## src/rtl/psw_flag_stack.sv

```systemverilog
// psw_flag_stack: parametrised processor status word with per-flag JK update,
// direct load, and a LIFO shadow stack for PSW save/restore.
//
// Optional feature macro: PSW_COND_EVAL_EN. When defined, COND_TRUE decodes a
// branch condition from the registered flags {N,Z,V,C} = PSW[3:0]. This needs
// NFLAGS >= 4. When undefined, COND_TRUE is tied to 0.
//
// Ports:
//   CLK, RST             clock; synchronous active-high reset
//   FLAG_UPD/J/K         per-flag JK update of PSW[NFLAGS-1:0]
//   WR_EN/WR_DATA        direct load of the whole PSW
//   PUSH/POP             save/restore the PSW; both together swap with the top
//   ERR_CLR              clears the sticky STK_ERR
//   COND                 condition code select
//   PSW                  registered PSW
//   STK_CNT/FULL/EMPTY   stack occupancy
//   STK_ERR              sticky overflow/underflow flag
//   COND_TRUE            condition result

// JK cell for a single flag. J and K together toggle the flag.
module psw_jk_cell (
  input  logic j,
  input  logic k,
  input  logic q,
  output logic d
);
  assign d = (j & ~q) | (~k & q);
endmodule

module psw_flag_stack #(
  parameter  int PSW_W       = 16,
  parameter  int NFLAGS      = 4,
  parameter  int STACK_DEPTH = 4,
  localparam int CNT_W       = $clog2(STACK_DEPTH + 1)
) (
  input  logic              CLK,
  input  logic              RST,
  input  logic              FLAG_UPD,
  input  logic [NFLAGS-1:0] FLAG_J,
  input  logic [NFLAGS-1:0] FLAG_K,
  input  logic              WR_EN,
  input  logic [PSW_W-1:0]  WR_DATA,
  input  logic              PUSH,
  input  logic              POP,
  input  logic              ERR_CLR,
  input  logic [3:0]        COND,
  output logic [PSW_W-1:0]  PSW,
  output logic [CNT_W-1:0]  STK_CNT,
  output logic              STK_FULL,
  output logic              STK_EMPTY,
  output logic              STK_ERR,
  output logic              COND_TRUE
);

  logic [PSW_W-1:0] psw_q, psw_d;
  logic [CNT_W-1:0] cnt_q, cnt_d;
  logic             err_q, err_d;
  logic [PSW_W-1:0] mem_q [STACK_DEPTH];
  logic [PSW_W-1:0] mem_d [STACK_DEPTH];

  logic [NFLAGS-1:0] jk_flags;
  logic [PSW_W-1:0]  jk_psw;
  logic [PSW_W-1:0]  top;
  logic              empty, full;
  logic              pop_ok, push_ok, swap, err_new;
  logic [CNT_W-1:0]  wr_idx;
  logic              mem_we;

  for (genvar i = 0; i < NFLAGS; i++) begin : g_flag
    psw_jk_cell u_cell (
      .j (FLAG_J[i]),
      .k (FLAG_K[i]),
      .q (psw_q[i]),
      .d (jk_flags[i])
    );
  end

  assign empty = (cnt_q == '0);
  assign full  = (cnt_q == CNT_W'(STACK_DEPTH));

  // A pop on a non-empty stack always wins the PSW; with PUSH it becomes a swap.
  // PUSH+POP on an empty stack is an underflow and the push is dropped too.
  assign pop_ok  = POP & ~empty;
  assign swap    = pop_ok & PUSH;
  assign push_ok = PUSH & ~POP & ~full;
  assign err_new = (POP & empty) | (PUSH & ~POP & full);

  always_comb begin
    // Top-of-stack read as a compare-select so no index width mismatch arises.
    top = '0;
    for (int i = 0; i < STACK_DEPTH; i++)
      if (CNT_W'(i) == cnt_q - CNT_W'(1)) top = mem_q[i];
  end

  always_comb begin
    jk_psw = psw_q;
    jk_psw[NFLAGS-1:0] = jk_flags;

    psw_d = psw_q;
    if (pop_ok)        psw_d = top;
    else if (WR_EN)    psw_d = WR_DATA;
    else if (FLAG_UPD) psw_d = jk_psw;

    cnt_d = cnt_q;
    if (push_ok)              cnt_d = cnt_q + CNT_W'(1);
    else if (pop_ok && !swap) cnt_d = cnt_q - CNT_W'(1);

    // A new error beats a same-cycle clear.
    err_d = err_q;
    if (err_new)      err_d = 1'b1;
    else if (ERR_CLR) err_d = 1'b0;

    // Stack writes always store the pre-edge PSW.
    mem_we = push_ok | swap;
    wr_idx = swap ? cnt_q - CNT_W'(1) : cnt_q;
    for (int i = 0; i < STACK_DEPTH; i++) begin
      mem_d[i] = mem_q[i];
      if (mem_we && CNT_W'(i) == wr_idx) mem_d[i] = psw_q;
    end
  end

  always_ff @(posedge CLK) begin
    if (RST) begin
      psw_q <= '0;
      cnt_q <= '0;
      err_q <= 1'b0;
    end else begin
      psw_q <= psw_d;
      cnt_q <= cnt_d;
      err_q <= err_d;
    end
  end

  // Stack contents are don't-care after reset; only the count is cleared.
  always_ff @(posedge CLK) begin
    if (!RST) mem_q <= mem_d;
  end

`ifdef PSW_COND_EVAL_EN
  logic f_n, f_z, f_v, f_c;
  assign {f_n, f_z, f_v, f_c} = psw_q[3:0];

  always_comb begin
    COND_TRUE = 1'b0;
    case (COND)
      4'd0:    COND_TRUE = 1'b1;
      4'd1:    COND_TRUE = f_z;
      4'd2:    COND_TRUE = ~f_z;
      4'd3:    COND_TRUE = f_c;
      4'd4:    COND_TRUE = ~f_c;
      4'd5:    COND_TRUE = f_n;
      4'd6:    COND_TRUE = ~f_n;
      4'd7:    COND_TRUE = f_v;
      4'd8:    COND_TRUE = ~f_v;
      4'd9:    COND_TRUE = f_n ^ f_v;
      4'd10:   COND_TRUE = ~(f_n ^ f_v);
      4'd11:   COND_TRUE = ~f_z & ~(f_n ^ f_v);
      4'd12:   COND_TRUE = f_z | (f_n ^ f_v);
      default: COND_TRUE = 1'b0;
    endcase
  end
`else
  // COND stays on the port list for interface stability.
  logic unused_cond;
  assign unused_cond = ^COND;
  assign COND_TRUE   = 1'b0;
`endif

  assign PSW       = psw_q;
  assign STK_CNT   = cnt_q;
  assign STK_FULL  = full;
  assign STK_EMPTY = empty;
  assign STK_ERR   = err_q;

endmodule
```

## config.mk

```make
export PLATFORM = sky130hd
export DESIGN_NAME = psw_flag_stack
export DESIGN_NICKNAME = d
export VERILOG_FILES = /design/src/rtl/psw_flag_stack.sv
export SDC_FILE = /design/constraint.sdc
export NUM_CORES = 1
export LEC_CHECK = 0
export CAP_MARGIN = 30
export CORE_UTILIZATION = 35
export CTS_CLUSTER_SIZE = 25
export DETAILED_ROUTE_END_ITERATION = 8
export MAX_ROUTING_LAYER = met4
export PLACE_DENSITY = 0.67
export SYNTH_ARGS = -nofsm -noshare
export SYNTH_HDL_FRONTEND = slang
export SYNTH_SLANG_ARGS = --single-unit
```

## constraint.sdc

```tcl
create_clock -name CLK -period 7.7 [get_ports CLK]
set_clock_uncertainty 0.05 [all_clocks]
set_input_delay 1.155 -clock CLK [delete_from_list [all_inputs] [get_ports CLK]]
set_output_delay 1.155 -clock CLK [all_outputs]
set_load 0.1 [all_outputs]
```

==> flow_summary.yaml, run 1 <==
status:
  status: "finished clean"
critical_path:
  crit_required_ns: 6.49
  reg2reg_slack_ns: 4.71
  rr_endpoint: "mem_q[10]"
  worst-setup-path-type: "reg2out"
  critPathArrivalTime_ns: 2.69
  cp_top_family: "buffers and inverters"
  worstSetupEndpointType: "output port"
  start_kind: "flip-flop"
  critical-path-max-stage-delay_ns: 1.14
  worst-path-max-fanout: 9
  path_cells: "inv_1, ha_1, and2_1, clkdlybuf4s50_1"
  r2r_cells: 7
  cpMaxStageDelayCell: "clkdlybuf4s50_1"
  critPathLaunch: "STK_CNT[0]"
  cp_num_buf_inv: 2
  rr_startpoint: "STK_CNT[0]"
clock_tree:
  cts_buffers: 9
  htreeDepth: 3
  clk_latency_ns: 0.35
  cts_resized: 0
  root_buffer: "clkbuf_8"
  postCtsSetupRepairBufs: 0
  clk_path_buf_depth: 2
  postCtsHoldBufs: 0
  cts_tree: "built"
  clk_pin_slew_ns: 0.08
  cts.sinks: 84
routing:
  via_per_inst: 5.33
  drtIter0Drc: 184
  drc_errors: 0
  ant_nets: 0
  firstDrtPassIters: 4
  routedWlPerCell_um: 17.1
  vias: 2563
  finalWirelength_um: 8210
placement:
  placedCellCount: 465
  port-buffer-count: 52
  gp_congestion: 0.812
  dpl.hpwl_um: 5100
layout:
  drive_above_1_share_pct: 11.3
  num_antenna_cells: 0
  fin_nets: 381
  syn_to_final_growth_pct: 20.5
  final.fill_count: 951
  instances_no_fill: 481
logic_synthesis:
  syn_nets: 338
  synth_area_leaders: "edfxtp_1 50%, dfxtp_1 11%, a221oi_1 4.4%, a221oi_2 3.5%, a21oi_1 2.5%"
  synth_fa_ha_area_share_pct: 1.97
  synthArstFlopShare_pct: 0
  synthMuxAreaShare_pct: 1.84
  yosysMostFrequentCell: "edfxtp_1"
  synth_top_family_by_area: "compound AO/OA/AOI/OAI gates"
  yosysSeqAreaShare_pct: 61.0
  syn_area_sq_mm: 0.00381
  yosys_warnings: 0
  synthSimpleGateAreaFrac_pct: 9.63
  ys.flop_type: "edfxtp_1"
  synth_top_area_share_pct: 50.5
  synth-seq-cells: 84
  yosys.area_share.xor_xnor_pct: 0.230
  yosysTopAreaCell: "edfxtp_1"
  synth-compound-area-share_pct: 18.7
  ys_types: 47
  avgSynthCellArea_sq_um: 12.8
  synth_edf_count: 64
  synth_commonest_cells: "64 x edfxtp_1, 20 x dfxtp_1, 19 x a21oi_1, 19 x a221oi_1, 19 x inv_1"
  syn_inst: 297
grt:
  antenna_found_initial: 0
  overflow: 0
  grt_pass1_wl_um: 13100
  grt_pass1_vias: 2540
  grt_max_degree: 35
  grt_use_total_pct: 15.8
timing:
  final.setup.tns_ns: 0
  timing.hold.ws_ns: 0.429
  fin_crit_sh_pct: 50.6
  slew_violations: 0
  tightest_slew_ns: 0.992
  slew-limit-headroom_pct: 33.7
  setup_violations: 0
  rsz0062_at_grt: "false"
  finalHoldViolCount: 0
  period_needed_ns: 3.89
  max_freq_mhz: 257
min_path:
  min_to: "STK_ERR"
  whs_path_depth: 2
  hp-start: "STK_ERR"
  hp-class: "reg2reg"
die:
  dieArea_sq_mm: 0.0113
  pin_count: 58
  die_h_um: 106
  die_width_um: 106
  core_sq_mm: 0.0104
  row_count: 37
  initial_core_util_pct: 36.6
power:
  ir_drop_mv: 0.100
  total_leakage_power_nw: 1.55
  powerDensity_mw_per_mm2: 254
  finalPower_mw: 1.16
run:
  drv_cap: 0
[logic make-up (layout without fill, tap and decap cells)]
group / count (synthesis) / count (layout)
xor+xnor: 1 / 1
buf+inv: 48 / 96
simple gates: 61 / 61
other cells: 1 / 1
fa+ha+maj: 6 / 6
compound gates: 89 / 89
flops: 84 / 84
mux: 7 / 7
[worst min-delay path, stage by stage, from the launching register on]
cell and delay, ns:
dfxtp_1 0.32, nand2b_1 0.06, a21oi_1 0.06
[how the worst max path moves through the flow]
stage | end | slack, ns | depth (start not counted)
after floorplan | mem_q[48] | 3.74 | 7
after global placement | mem_q[12] | 3.82 | 4
after detailed placement | mem_q[12] | 3.84 | 4
after CTS | STK_EMPTY | 3.80 | 5
after global routing | STK_EMPTY | 3.66 | 5
final | STK_FULL | 3.81 | 4
[metrics by stage]
stage	setup slack [ns]	utilization, %	cell area (sq um)
floorplan	3.74	-	3810
global placement	3.82	42.0	4380
detailed placement	3.84	42.3	4400
CTS	3.80	44.0	4590
global route	3.66	44.0	4590
finish	3.81	44.0	4590
[cells in the final DEF, fill, tap and decap left out, types with 3 or more instances in the layout]
cell             instances
o21ai_0                 11
a221oi_2                 9
nand2b_1                 9
clkdlybuf4s50_1         52
nand3b_1                 9
clkbuf_8                 9
a211oi_1                 9
a311oi_1                 3
nor2b_1                  3
a221oi_1                19
ha_1                     6
nor2_1                   8
nand3_1                  7
a221o_1                  3
or3_1                    3
mux2i_1                  7
edfxtp_1                64
a21oi_1                 19
inv_1                   19
nand2_1                  8
a211o_1                  6
dfxtp_1                 20
a21oi_2                  3
a32oi_1                  3
buf_4                    7
[cell type report]
class,instances,area (sq um),share of cell area (%)
clock buffer,11,131,2.86
clock inverter,5,52.6,1.15
tap,136,170,3.71
timing repair buffer,60,601,13.1
inverter,20,75.1,1.64
multi-input combinational,165,1240,26.9
sequential,84,2320,50.6
[per-layer routing]
| layer | wire length [um] | vias to the layer above | global-route usage [%] |
|---|---|---|---|
| met1 | 3740 | 1248 | 20.7 |
| met3 | 441 | 8 | 3.00 |
| met2 | 3930 | 80 | 24.3 |
| met4 | 91 | 0 | 6.05 |
| met5 | 0 | - | - |
| li1 | - | 1227 | - |
[registers in the layout, summed over array words and instances (netlist names)]
register / cells
mem_q: 64
PSW: 16
STK_CNT: 3
STK_ERR: 1
[power breakdown]
group	internal [mW]	switching (mW)
registers	0.522	0.0257
logic	0.0967	0.220
clock network	0.149	0.151
(Power assumes the default switching activity.)
==> run 2, diff against run 1 <==
clock period = 4 ns   (was 7.7 ns; I/O delays follow)
==> run 2 against run 1 <==
Against the previous run:
- routed wire length about the same
- core utilization up 0.29 points
- final area up 0.65%
- first-iteration DRC count down 14%
- register-to-register slack worse by 3.4 ns
- largest power group unchanged
==> flow_summary.yaml, run 2 (synthesized netlist as in run 1, its figures left out) <==
grt:
  grt_use_total_pct: 16.0
  grt_max_degree: 25
  overflow: 0
  grt_pass1_wl_um: 13400
  grt_pass1_vias: 2593
  antenna_found_initial: 0
clock_tree:
  postCtsSetupRepairBufs: 0
  clk_path_buf_depth: 2
  clk_pin_slew_ns: 0.07
  root_buffer: "clkbuf_8"
  htreeDepth: 3
  cts_resized: 0
  cts_buffers: 9
  cts_tree: "built"
  clk_latency_ns: 0.35
  postCtsHoldBufs: 0
  cts.sinks: 84
status:
  status: "finished clean"
critical_path:
  crit_required_ns: 3.35
  worstSetupEndpointType: "output port"
  worst-path-max-fanout: 10
  start_kind: "flip-flop"
  cp_top_family: "buffers and inverters"
  path_cells: "clkdlybuf4s50_1"
  worst-setup-path-type: "reg2out"
  critical-path-max-stage-delay_ns: 1.20
  cp_num_buf_inv: 1
  cpMaxStageDelayCell: "clkdlybuf4s50_1"
  critPathArrivalTime_ns: 2.07
timing:
  layout_setup_ws_ns: 1.28
  final.setup.tns_ns: 0
  rsz0062_at_grt: "false"
  slew_violations: 0
  finalHoldViolCount: 0
  period_needed_ns: 2.72
  slew-limit-headroom_pct: 34.3
  fin_crit_sh_pct: 67.9
  setup_violations: 0
  max_freq_mhz: 368
  tightest_slew_ns: 0.982
routing:
  drc_errors: 0
  firstDrtPassIters: 4
  routedWlPerCell_um: 16.9
  via_per_inst: 5.31
  vias: 2575
  finalWirelength_um: 8210
  ant_nets: 0
  drtIter0Drc: 159
run:
  drv_cap: 0
placement:
  gp_congestion: 0.789
  place_ws_ns: 1.23
  placedCellCount: 469
  dpl.hpwl_um: 5260
  place_area_sq_mm: 0.00441
  port-buffer-count: 52
layout:
  syn_to_final_growth_pct: 21.3
  final_common_cell: "edfxtp_1"
  mostFrequentLayoutCells: "64 x edfxtp_1, 50 x clkdlybuf4s50_1, 20 x dfxtp_1"
  fin_nets: 385
  finalInstanceArea_sq_mm: 0.00462
  final_util_pct: 44.3
  drive_above_1_share_pct: 13.2
  final.fill_count: 955
  largest_reg_flops: 64
  num_antenna_cells: 0
  regMostFlops: "mem_q"
  instances_no_fill: 485
power:
  powerDensity_mw_per_mm2: 498
  total_leakage_power_nw: 1.57
  ir_drop_mv: 0.217
die:
  initial_core_util_pct: 36.6
  row_count: 37
  pin_count: 58
  die_h_um: 106
  die_width_um: 106
  core_sq_mm: 0.0104
  dieArea_sq_mm: 0.0113
min_path:
  hp-class: "reg2reg"
==> run 2: tightest hold or removal path, delay by kind of cell (launching register included) <==
kind / cells / cell delay [ns]
AND/OR/NAND/NOR: 1 / 0.07
flip-flops: 1 / 0.32
AO/OA/AOI/OAI: 1 / 0.05
==> run 2: layout make-up <==
cell class                 instances  area, sq um  share of cell area, %
clock inverter                     5         77.6                   1.68
inverter                          20         75.1                   1.63
tap                              136          170                   3.68
multi-input combinational        165         1240                   26.8
timing repair buffer              64          606                   13.1
sequential                        84         2320                   50.3
clock buffer                      11          131                   2.84
==> run 2: worst paths after layout <==
check / depth (start not counted) / from / slack (ns) / to
worst max-delay path: 1 / STK_CNT[2] / 1.28 / STK_CNT[2]
worst min-delay path: 2 / STK_ERR / 0.43 / STK_ERR
worst max register to register: 6 / STK_CNT[0] / 1.33 / PSW[4]
worst min register to register: 2 / STK_ERR / 0.43 / STK_ERR
==> run 2: report_power, final <==
| part | internal, mW | switching, mW | leakage [nW] |
|---|---|---|---|
| Clock | 0.350 | 0.287 | 0.103 |
| Combinational | 0.184 | 0.423 | 0.715 |
| Sequential | 1.01 | 0.0507 | 0.755 |
==> run 2: layer usage <==
metal | GRT usage (%) | up-vias | wire, um
met1 | 19.9 | 1261 | 3720
met2 | 25.6 | 61 | 3880
met4 | 5.95 | 0 | 104
met3 | 3.43 | 10 | 507
met5 | - | - | 0
li1 | - | 1243 | -
==> run 2: metrics by stage <==
step	hold slack, ns	power, mW
after floorplan	0.456	1.54
after global placement	0.414	1.68
after detailed placement	0.416	1.68
after CTS	0.436	2.32
after global routing	0.467	2.39
final	0.433	2.30
==> run 3, diff against run 2 <==
clock period = 2.8 ns   (was 4 ns; I/O delays follow)
==> run 3 against run 2 <==
Against the previous run:
- non-clock buffer count up 2
- sequential share of layout area barely moved
- clock-buffer cell count rose by 1
- via count up 2.7%
- critical path type is now reg2reg
- highest routed layer unchanged
==> flow_summary.yaml, run 3 (synthesized netlist as in run 1, its figures left out) <==
status:
  status: "finished clean"
clock_tree:
  cts_resized: 0
  htreeDepth: 3
  clk_path_buf_depth: 2
  postCtsHoldBufs: 0
  cts.sinks: 84
  root_buffer: "clkbuf_8"
  cts_buffers: 9
  clk_latency_ns: 0.35
  cts_tree: "built"
  postCtsSetupRepairBufs: 0
  clk_pin_slew_ns: 0.08
critical_path:
  start_kind: "flip-flop"
  cp_top_family: "compound AO/OA/AOI/OAI gates"
  crit_path_frequent_cell: "ha_1"
  critPathArrivalTime_ns: 2.52
  cp_num_buf_inv: 1
  r2r_cells: 6
  worstSetupEndpointType: "flip-flop"
  rr_startpoint: "STK_CNT[0]"
  worst-setup-path-type: "reg2reg"
  rr_endpoint: "PSW[15]"
  cpMaxStageDelayCell: "or2_0"
  worst-path-max-fanout: 10
  path_cells: "inv_6, ha_1, ha_1, or2_0, a211o_1, a221oi_2"
  reg2reg_slack_ns: 0.49
  critical-path-max-stage-delay_ns: 0.52
  crit_required_ns: 3.02
timing:
  setup_violations: 0
  fin_crit_sh_pct: 82.4
  finalHoldViolCount: 0
  rsz0062_at_grt: "false"
  period_needed_ns: 2.31
  tightest_slew_ns: 0.818
  slew_violations: 0
  slew-limit-headroom_pct: 45.5
  max_freq_mhz: 434
die:
  die_width_um: 106
  initial_core_util_pct: 36.6
  die_h_um: 106
  dieArea_sq_mm: 0.0113
  pin_count: 58
  row_count: 37
  core_sq_mm: 0.0104
layout:
  multi_input_area_sq_mm: 0.00129
  drive_above_1_share_pct: 22.2
  regMostFlops: "mem_q"
  finalInstanceArea_sq_mm: 0.00464
  final_util_pct: 44.6
  syn_to_final_growth_pct: 21.9
  num_antenna_cells: 0
  fin_nets: 387
  mostFrequentLayoutCells: "64 x edfxtp_1, 34 x buf_4, 30 x clkdlybuf4s50_1, 19 x a221oi_1, 17 x dfxtp_1"
  seq_area_sq_mm: 0.00233
  largest_reg_flops: 64
  final_common_cell: "edfxtp_1"
  final.fill_count: 953
grt:
  overflow: 0
  antenna_found_initial: 0
  grt_use_total_pct: 15.7
  grt_pass1_vias: 2565
  grt_pass1_wl_um: 13100
  grt_max_degree: 35
power:
  ir_drop_mv: 0.332
  p_switching_mw: 1.10
  power_frac_seq_pct: 48.3
  p_int_mw: 2.02
  p_clk_share_pct: 23.4
  powerDensity_mw_per_mm2: 674
  total_leakage_power_nw: 1.59
  comb_power_share_pct: 28.3
  p_sw_share_pct: 35.3
placement:
  place_area_sq_mm: 0.00448
  gp_congestion: 0.831
  dpl.hpwl_um: 5200
  port-buffer-count: 52
min_path:
  min_to: "STK_ERR"
  whs_path_depth: 2
  hp-class: "reg2reg"
  hp-start: "STK_ERR"
routing:
  drtIter0Drc: 150
  via_per_inst: 5.43
  firstDrtPassIters: 4
  drc_errors: 0
  finalWirelength_um: 8070
  vias: 2644
  routedWlPerCell_um: 16.6
  ant_nets: 0
run:
  drv_cap: 0
## run 3: layout make-up
cell class                      instances  area share, %
Inverter                               20           1.86
Sequential cell                        84           50.3
Clock inverter                          4          0.593
Tap cell                              136           3.67
Clock buffer                           12           2.91
Timing Repair Buffer                   66           12.8
Multi-Input combinational cell        165           27.9
## run 3: worst max path at each step
stage	endpoint	cells after the start	startpoint	slack (ns)
global placement	mem_q[19]	5	POP	0.52
detailed placement	mem_q[4]	5	POP	0.49
finish	PSW[15]	6	STK_CNT[0]	0.49
floorplan	mem_q[0]	7	STK_CNT[1]	-0.04
global route	PSW[2]	7	STK_CNT[0]	0.32
CTS	PSW[4]	6	STK_CNT[0]	0.49
## run 3: stage by stage
step	setup slack (ns)	setup TNS (ns)	hold slack [ns]	std cells	total power, mW
floorplan	-0.0431	-2.76	0.456	297	2.23
global placement	0.524	0	0.418	471	2.41
detailed placement	0.487	0	0.409	471	2.43
CTS	0.487	0	0.431	487	3.15
global route	0.317	0	0.443	487	3.25
finish	0.494	0	0.433	487	3.13
## run 3: power by group through the flow
stage	clock, mW	combinational [mW]	sequential, mW
floorplan	0	0.480	1.75
global placement	0	0.877	1.53
detailed placement	0	0.890	1.54
CTS	0.752	0.892	1.51
global route	0.787	0.941	1.52
finish	0.732	0.885	1.51
## run 3: layer usage
layer	wire, um	share of wire (%)	vias up	GRT usage [%]
met5	0	0	-	-
met1	3650	45	1309	18.8
met2	4000	50	73	26.1
li1	-	-	1251	-
met4	121	1.5	0	5.85
met3	295	3.7	11	3.19
## run 3: worst reg2reg max path, cell delays in order (launching register included)
cell and delay, ns:
dfxtp_4 0.42, inv_6 0.07, ha_1 0.20, ha_1 0.33
or2_0 0.52, a211o_1 0.42, a221oi_2 0.23
